$ cat src/rtl/pc_next_sel.sv
// pc_next_sel: next-PC select with priority redirects, stall-time pending capture; optional PC_ALIGN_CHECK_EN misalign flag
module pc_next_sel #(
  parameter int               WIDTH     = 32,
  parameter int               NSRC      = 4,
  parameter logic [WIDTH-1:0] RESET_VEC = 32'h0040_0000,
  parameter int               INC       = 4,
  localparam int              SW        = $clog2(NSRC)
) (
  input  logic                  clk,
  input  logic                  rst_n,
  input  logic                  stall,
  input  logic                  flush,
  input  logic [NSRC-1:0]       src_req,
  input  logic [NSRC*WIDTH-1:0] src_data,
  output logic [WIDTH-1:0]      pc,
  output logic                  pc_valid,
  output logic                  redirect,
  output logic [SW-1:0]         sel,
  output logic                  pend,
  output logic                  misalign
);
  logic [WIDTH-1:0] pc_q, pc_d, pend_pc_q, pend_pc_d, win_pc, load_pc;
  logic [SW-1:0]    sel_q, sel_d, pend_sel_q, pend_sel_d, win_idx, load_sel;
  logic             pc_valid_q, redirect_q, redirect_d, pend_q, pend_d;
  logic             any_req, hold, load_src, load_pend, load, capture;
  // fixed-priority pick: lowest index wins, so scan downward and let later hits override
  always_comb begin
    win_idx = '0;
    win_pc  = '0;
    any_req = |src_req;
    for (int i = NSRC - 1; i >= 0; i--)
      if (src_req[i]) begin
        win_idx = SW'(i);
        win_pc  = src_data[i*WIDTH +: WIDTH];
      end
  end
  // first edge after reset behaves as a stall so requests land in the pending slot
  always_comb begin
    hold       = stall | ~pc_valid_q;
    load_src   = ~hold & any_req;
    load_pend  = ~hold & ~any_req & pend_q;
    load       = load_src | load_pend;
    load_pc    = load_src ? win_pc : pend_pc_q;
    load_sel   = load_src ? win_idx : pend_sel_q;
    capture    = hold & ~flush & any_req;
    pc_d       = hold ? pc_q : load ? load_pc : pc_q + WIDTH'(INC);
    redirect_d = load;
    sel_d      = load ? load_sel : sel_q;
    pend_d     = hold & ~flush & (any_req | pend_q);
    pend_pc_d  = capture ? win_pc : pend_pc_q;
    pend_sel_d = capture ? win_idx : pend_sel_q;
  end
  // state registers, async active-low reset
  always_ff @(posedge clk or negedge rst_n)
    if (!rst_n) begin
      pc_q       <= RESET_VEC;
      pc_valid_q <= 1'b0;
      redirect_q <= 1'b0;
      sel_q      <= '0;
      pend_q     <= 1'b0;
      pend_pc_q  <= '0;
      pend_sel_q <= '0;
    end else begin
      pc_q       <= pc_d;
      pc_valid_q <= 1'b1;
      redirect_q <= redirect_d;
      sel_q      <= sel_d;
      pend_q     <= pend_d;
      pend_pc_q  <= pend_pc_d;
      pend_sel_q <= pend_sel_d;
    end
`ifdef PC_ALIGN_CHECK_EN
  logic misalign_q, misalign_d;
  // sticky flag set by any redirect load with a non-word-aligned target
  always_comb misalign_d = misalign_q | (load & |load_pc[1:0]);
  // misalign register, cleared only by reset
  always_ff @(posedge clk or negedge rst_n)
    if (!rst_n) misalign_q <= 1'b0;
    else misalign_q <= misalign_d;
  assign misalign = misalign_q;
`else
  assign misalign = 1'b0;
`endif
  assign pc       = pc_q;
  assign pc_valid = pc_valid_q;
  assign redirect = redirect_q;
  assign sel      = sel_q;
  assign pend     = pend_q;
endmodule

$ cat config.mk
export PLATFORM = sky130hd
export DESIGN_NAME = pc_next_sel
export DESIGN_NICKNAME = d
export VERILOG_FILES = /design/src/rtl/pc_next_sel.sv
export SDC_FILE = /design/constraint.sdc
export NUM_CORES = 1
export LEC_CHECK = 0
export ABC_AREA = 1
export CAP_MARGIN = 10
export CORE_UTILIZATION = 47
export DETAILED_ROUTE_END_ITERATION = 10
export HOLD_SLACK_MARGIN = 0.03
export PLACE_DENSITY = 0.87
export SLEW_MARGIN = 15
export SYNTH_ARGS = -nofsm -noshare
export SYNTH_HDL_FRONTEND = slang
export SYNTH_SLANG_ARGS = --single-unit
$ cat constraint.sdc
create_clock -name clk -period 2.1 [get_ports clk]
set_clock_uncertainty 0.05 [all_clocks]
set_input_delay 0.42 -clock clk [delete_from_list [all_inputs] [get_ports clk]]
set_output_delay 0.42 -clock clk [all_outputs]
set_load 0.005 [all_outputs]
======== After elaboration in Yosys (flattened, before gate mapping) ========
Index checks and enable logic that the tools add are counted.
storage, ports and cells
  register bits ........................... 71
  latch bits .............................. 0
  memory bits (writable) .................. 0
  memory bits (read-only) ................. 0
  input port bits ......................... 136
  output and inout bits ................... 38
  logic and storage cells ................. 33
  memories kept ........................... 0
cells by class
  add/subtract/negate cells ............... 1
  multipliers ............................. 0
  div/mod/pow operators ................... 0
  $lt $le $gt $ge ......................... 0
  eq/ne operators ......................... 0
  shift-type cells ........................ 0
  muxes and demuxes ....................... 11
  bitwise gates (word level) .............. 13
  reduce and logical (&&, ||, !) cells .... 1
operators with widths
  cell                                                             count
  32-bit two-way mux                                               6
  32-bit by 3-bit adder with 32-bit output, second input constant  1
  2-bit two-way mux                                                5
  1-bit AND                                                        6
  1-bit NOT                                                        4
  4-bit OR reduction                                               1
  1-bit OR                                                         3

======== Logic depth before layout (Yosys ltp) ========
  depth after elaboration ................. 7
  gate-level depth with buffers ........... 11
  depth with buffers taken out ............ 11

======== Worst setup path before layout ========
No wires, ideal clock.
  path type ............................... reg-to-reg
  start point ............................. register pc_q[2] (netlist: pc[2])
  end point ............................... register pc_q[18] (netlist: pc[18])
  library setup time ...................... 0.113 ns
  arrival ................................. 1.449 ns
  required time ........................... 1.937 ns
  slack ................................... 0.488 ns
  stages on the path, launching flop included .. 11
  buffers on the path ..................... 0
  cells stage by stage .................... dfrtp_1 -> ha_1 -> nand2_1 -> nor2_1 -> nand2_1 -> nor2_2 -> nand2_1 -> o21ai_0 -> nand3_1 -> nand2_1 -> inv_1
on the way
  word-level cells in the longest chain between the ends .. 2
ends and longest elaborated chain
  what                                      RTL line  text
  from (decl)                               22        logic [WIDTH-1:0] pc_q, pc_d, pend_pc_q, pend_pc_d, win_pc, load_pc;
  from (signal assigned)                    64        pc_q <= pc_d;
  32-bit by 3-bit adder with 32-bit output  46        pc_d = hold ? pc_q : load ? load_pc : pc_q + WIDTH'(INC);
  32-bit two-way mux                        46
No other way between the ends.
A chain may end at the register's enable or synchronous reset.

======== Worst setup path after layout ========
  start point ............................. register pc_q[22] (netlist: pc[22])
  end point ............................... output port pc[22]
RTL lines
  what       RTL line  text
  to (decl)  15        output logic [WIDTH-1:0] pc,
No word-level cell between the ends.

==> impl_metrics.toml <==
[floorplanning]
core_um2 = 10800
fp.dieArea_um2 = 11600
dieHeight_um = 108
ios = 174
die_w_um = 108
rows = 38
start_util_pct = 48.4

[placement]
dp_hpwl_um = 13900
portBuffers = 172
gp_congestion = 0.929

[setup_path]
r2r_cells = 10
r2r-end = "pc[20]$_DFFE_PN0P_"
critPathTopFamily = "flip-flops"
crit_start = "pc[22]$_DFFE_PN1P_"
worstSetupPathType = "reg2out"
endpoint_kind = "output port"
cp.arrival_ps = 1460
start_kind = "flip-flop"
r2r_start = "pc[3]$_DFFE_PN0P_"
cpPeakStageDelay_ps = 580
rrSetupSlack_ps = 220
path_max_fanout = 5
path_buf_inv = 1
crit_chain = "clkdlybuf4s50_1"
required_ps = 1630
cp_slowest_cell = "dfstp_2"

[clock_network]
clock-sinks = 71
cts_tree = "yes"
numCtsBuffers = 9
ctsHoldBuffers = 0
h-tree-depth = 3
cts.clk_slew.worst_paths_ps = 80
clockBufferDepth = 2
root_buffer = "clkbuf_8"
post_cts_resized = 0
cts_setup_buffers = 0
clk_latency_ps = 360

[yosys]
synth-compound-area-share_pct = 16.6
synth-xor-area-share_pct = 0
synthMuxAreaShare_pct = 0.191
syn_area_um2 = 5250
synthSimpleGateAreaFrac_pct = 40.4
syn_nets = 992
syn_inst = 855
yosysSeqAreaShare_pct = 33.9
synth.distinct_cells = 33
ys_seq_elements = 71
syn_avg_cell_area_um2 = 6.13
synth_fa_ha_area_share_pct = 0.239
synth_top_family_by_area = "simple AND/OR/NAND/NOR gates"
yosys_warnings = 0

[detailed_routing]
wire_per_inst_um = 14.9
totalWireLength_um = 17700
routed-wl-met2_um = 8450
via_count = 6189
wl_met3_um = 1260
first_iter_violations = 417
top_layer_used = "met4"
drcViolationCount = 0
first_pass_iters = 6
viasPerCell = 5.22
wl_met1_um = 7510
ant_nets = 0

[sta]
hold_viol = 2
setup_viol = 0
rsz0062_at_grt = "no"
period_minus_slack_ps = 1930
slew_violations = 0
finalCritPeriodShare_pct = 91.9
holdWs_ps = -4.67
max_freq_mhz = 518
tns_ps = 0

[cells_and_area]
area_growth_pct = 44.4
nNetsFinal = 1177
multi_input_area_um2 = 3020
final_core_util_pct = 69.9
drive_gt1_share_pct = 8.13
fillers = 961
antennaDiodeCount = 0
regArea_um2 = 1780

[grt]
antenna_found_initial = 0
grt_max_degree = 72
grt_pass1_wl_um = 28400
overflow = 0
grt_use_total_pct = 32.0
grt_pass1_vias = 5783

[status]
status = "finished with violations"
violations = "hold timing"

[power_and_ir_drop]
p_per_area_nw_per_um2 = 619
leakagePower_nw = 3.49
ir_drop_mv = 0.373

[min_path]
min_path_type = "in2async"

[job]
drv_cap = 0
per-stage QoR:
| step | worst slack, ps | total power, mW | hold slack [ps] | area, um^2 | std cells |
|---|---|---|---|---|---|
| finish | 170 | 4.68 | -4.67 | 7570 | 1185 |
| global route | 26.4 | 4.98 | 39.4 | 7570 | 1185 |
| CTS | 161 | 4.67 | 44.9 | 7570 | 1185 |
| detailed placement | -170 | 3.57 | 417 | 7380 | 1169 |
| global placement | -107 | 3.54 | 404 | 7380 | 1169 |
| floorplan | 488 | 2.66 | 74.4 | 5250 | 855 |
cells in the final DEF, fill, tap and decap left out, types with 2 or more instances in the layout:
cell / count
a21o_1: 2
a21oi_1: 72
a31oi_1: 27
buf_12: 12
buf_2: 2
buf_4: 37
clkbuf_8: 9
clkdlybuf4s50_1: 170
clkinv_2: 2
clkinvlp_4: 2
conb_1: 2
dfrtp_1: 70
inv_1: 41
inv_2: 4
nand2_1: 299
nand2_2: 2
nand3_1: 41
nand3b_1: 9
nor2_1: 165
nor2_2: 4
nor2_4: 2
nor3_1: 2
o211ai_1: 13
o21ai_0: 22
o21ai_1: 16
o21bai_1: 2
or2_2: 5
layout make-up:
type                            instances  area share, %
Clock buffer                            9           1.64
Clock inverter                          7          0.958
Inverter                               46           2.28
Multi-Input combinational cell        691           39.9
Sequential cell                        71           23.5
Tap cell                              140           2.31
Timing Repair Buffer                  221           29.4
registers in the layout, indices dropped and copies added (netlist names):
name and count:
redirect 1, pend 1, pc_valid 1, sel 2, pc 32, pend_pc_q 32
pend_sel_q 2
routing by layer:
layer	vias up	track usage (%)
met5	-	0
met4	0	10.8
met3	37	5.87
met2	295	52.0
met1	2737	42.7
li1	3120	-
cell families (layout without fill, tap and decap cells):
kind of cell,after synthesis,count (layout)
fa+ha+maj,1,1
simple gates,530,530
buf+inv,93,283
mux,1,1
compound gates,157,157
other cells,2,2
flops,71,71
power breakdown:
part / leakage [nW] / internal, mW / switching (mW)
combinational: 2.57 / 0.883 / 0.831
clock: 0.0956 / 0.550 / 0.572
sequential: 0.816 / 1.60 / 0.249
total: 3.49 / 3.03 / 1.65
cells in the mapped netlist:
master    instances  area, um^2
a31oi_1          27         169
nor2_1          165         619
nor3_1            2        10.0
nor2_4            2        22.5
buf_6             9         101
a21boi_1          1        7.51
inv_2             4        15.0
buf_1             5        18.8
nand4_1           1        6.26
clkbuf_1         15        56.3
nor2_2            4        25.0
o21ai_0          22         110
ha_1              1        12.5
nand2_2           1        6.26
or2_2             5        31.3
inv_1            41         154
dfrtp_1          70        1750
buf_2            14        70.1
buf_4             4        30.0
o21ai_1          16        80.1
a21o_1            2        15.0
dfstp_2           1        26.3
clkinv_1          1        3.75
mux2i_1           1        10.0
nand3_1          41         205
nand3b_1          9        67.6
a211oi_1          1        7.51
a21oi_1          72         360
o22ai_1           1        6.26
nand2_1         300        1130
o211ai_1         13        97.6
conb_1            2        7.51
o21bai_1          2        15.0
how the worst max path moves through the flow:
| stage | to | slack (ps) | cells after the start |
|---|---|---|---|
| 2_1_floorplan | pc[18]$_DFFE_PN0P_ | 490 | 10 |
| 6_report | pc[22] | 170 | 1 |
| 5_1_grt | pc[18]$_DFFE_PN0P_ | 30 | 10 |
| 3_3_place_gp | pc[12]$_DFFE_PN0P_ | -110 | 12 |
| 4_1_cts | pc[22] | 160 | 1 |
| 3_5_place_dp | pc[11]$_DFFE_PN0P_ | -170 | 12 |
Note: power is estimated with default switching activity, not from simulation.
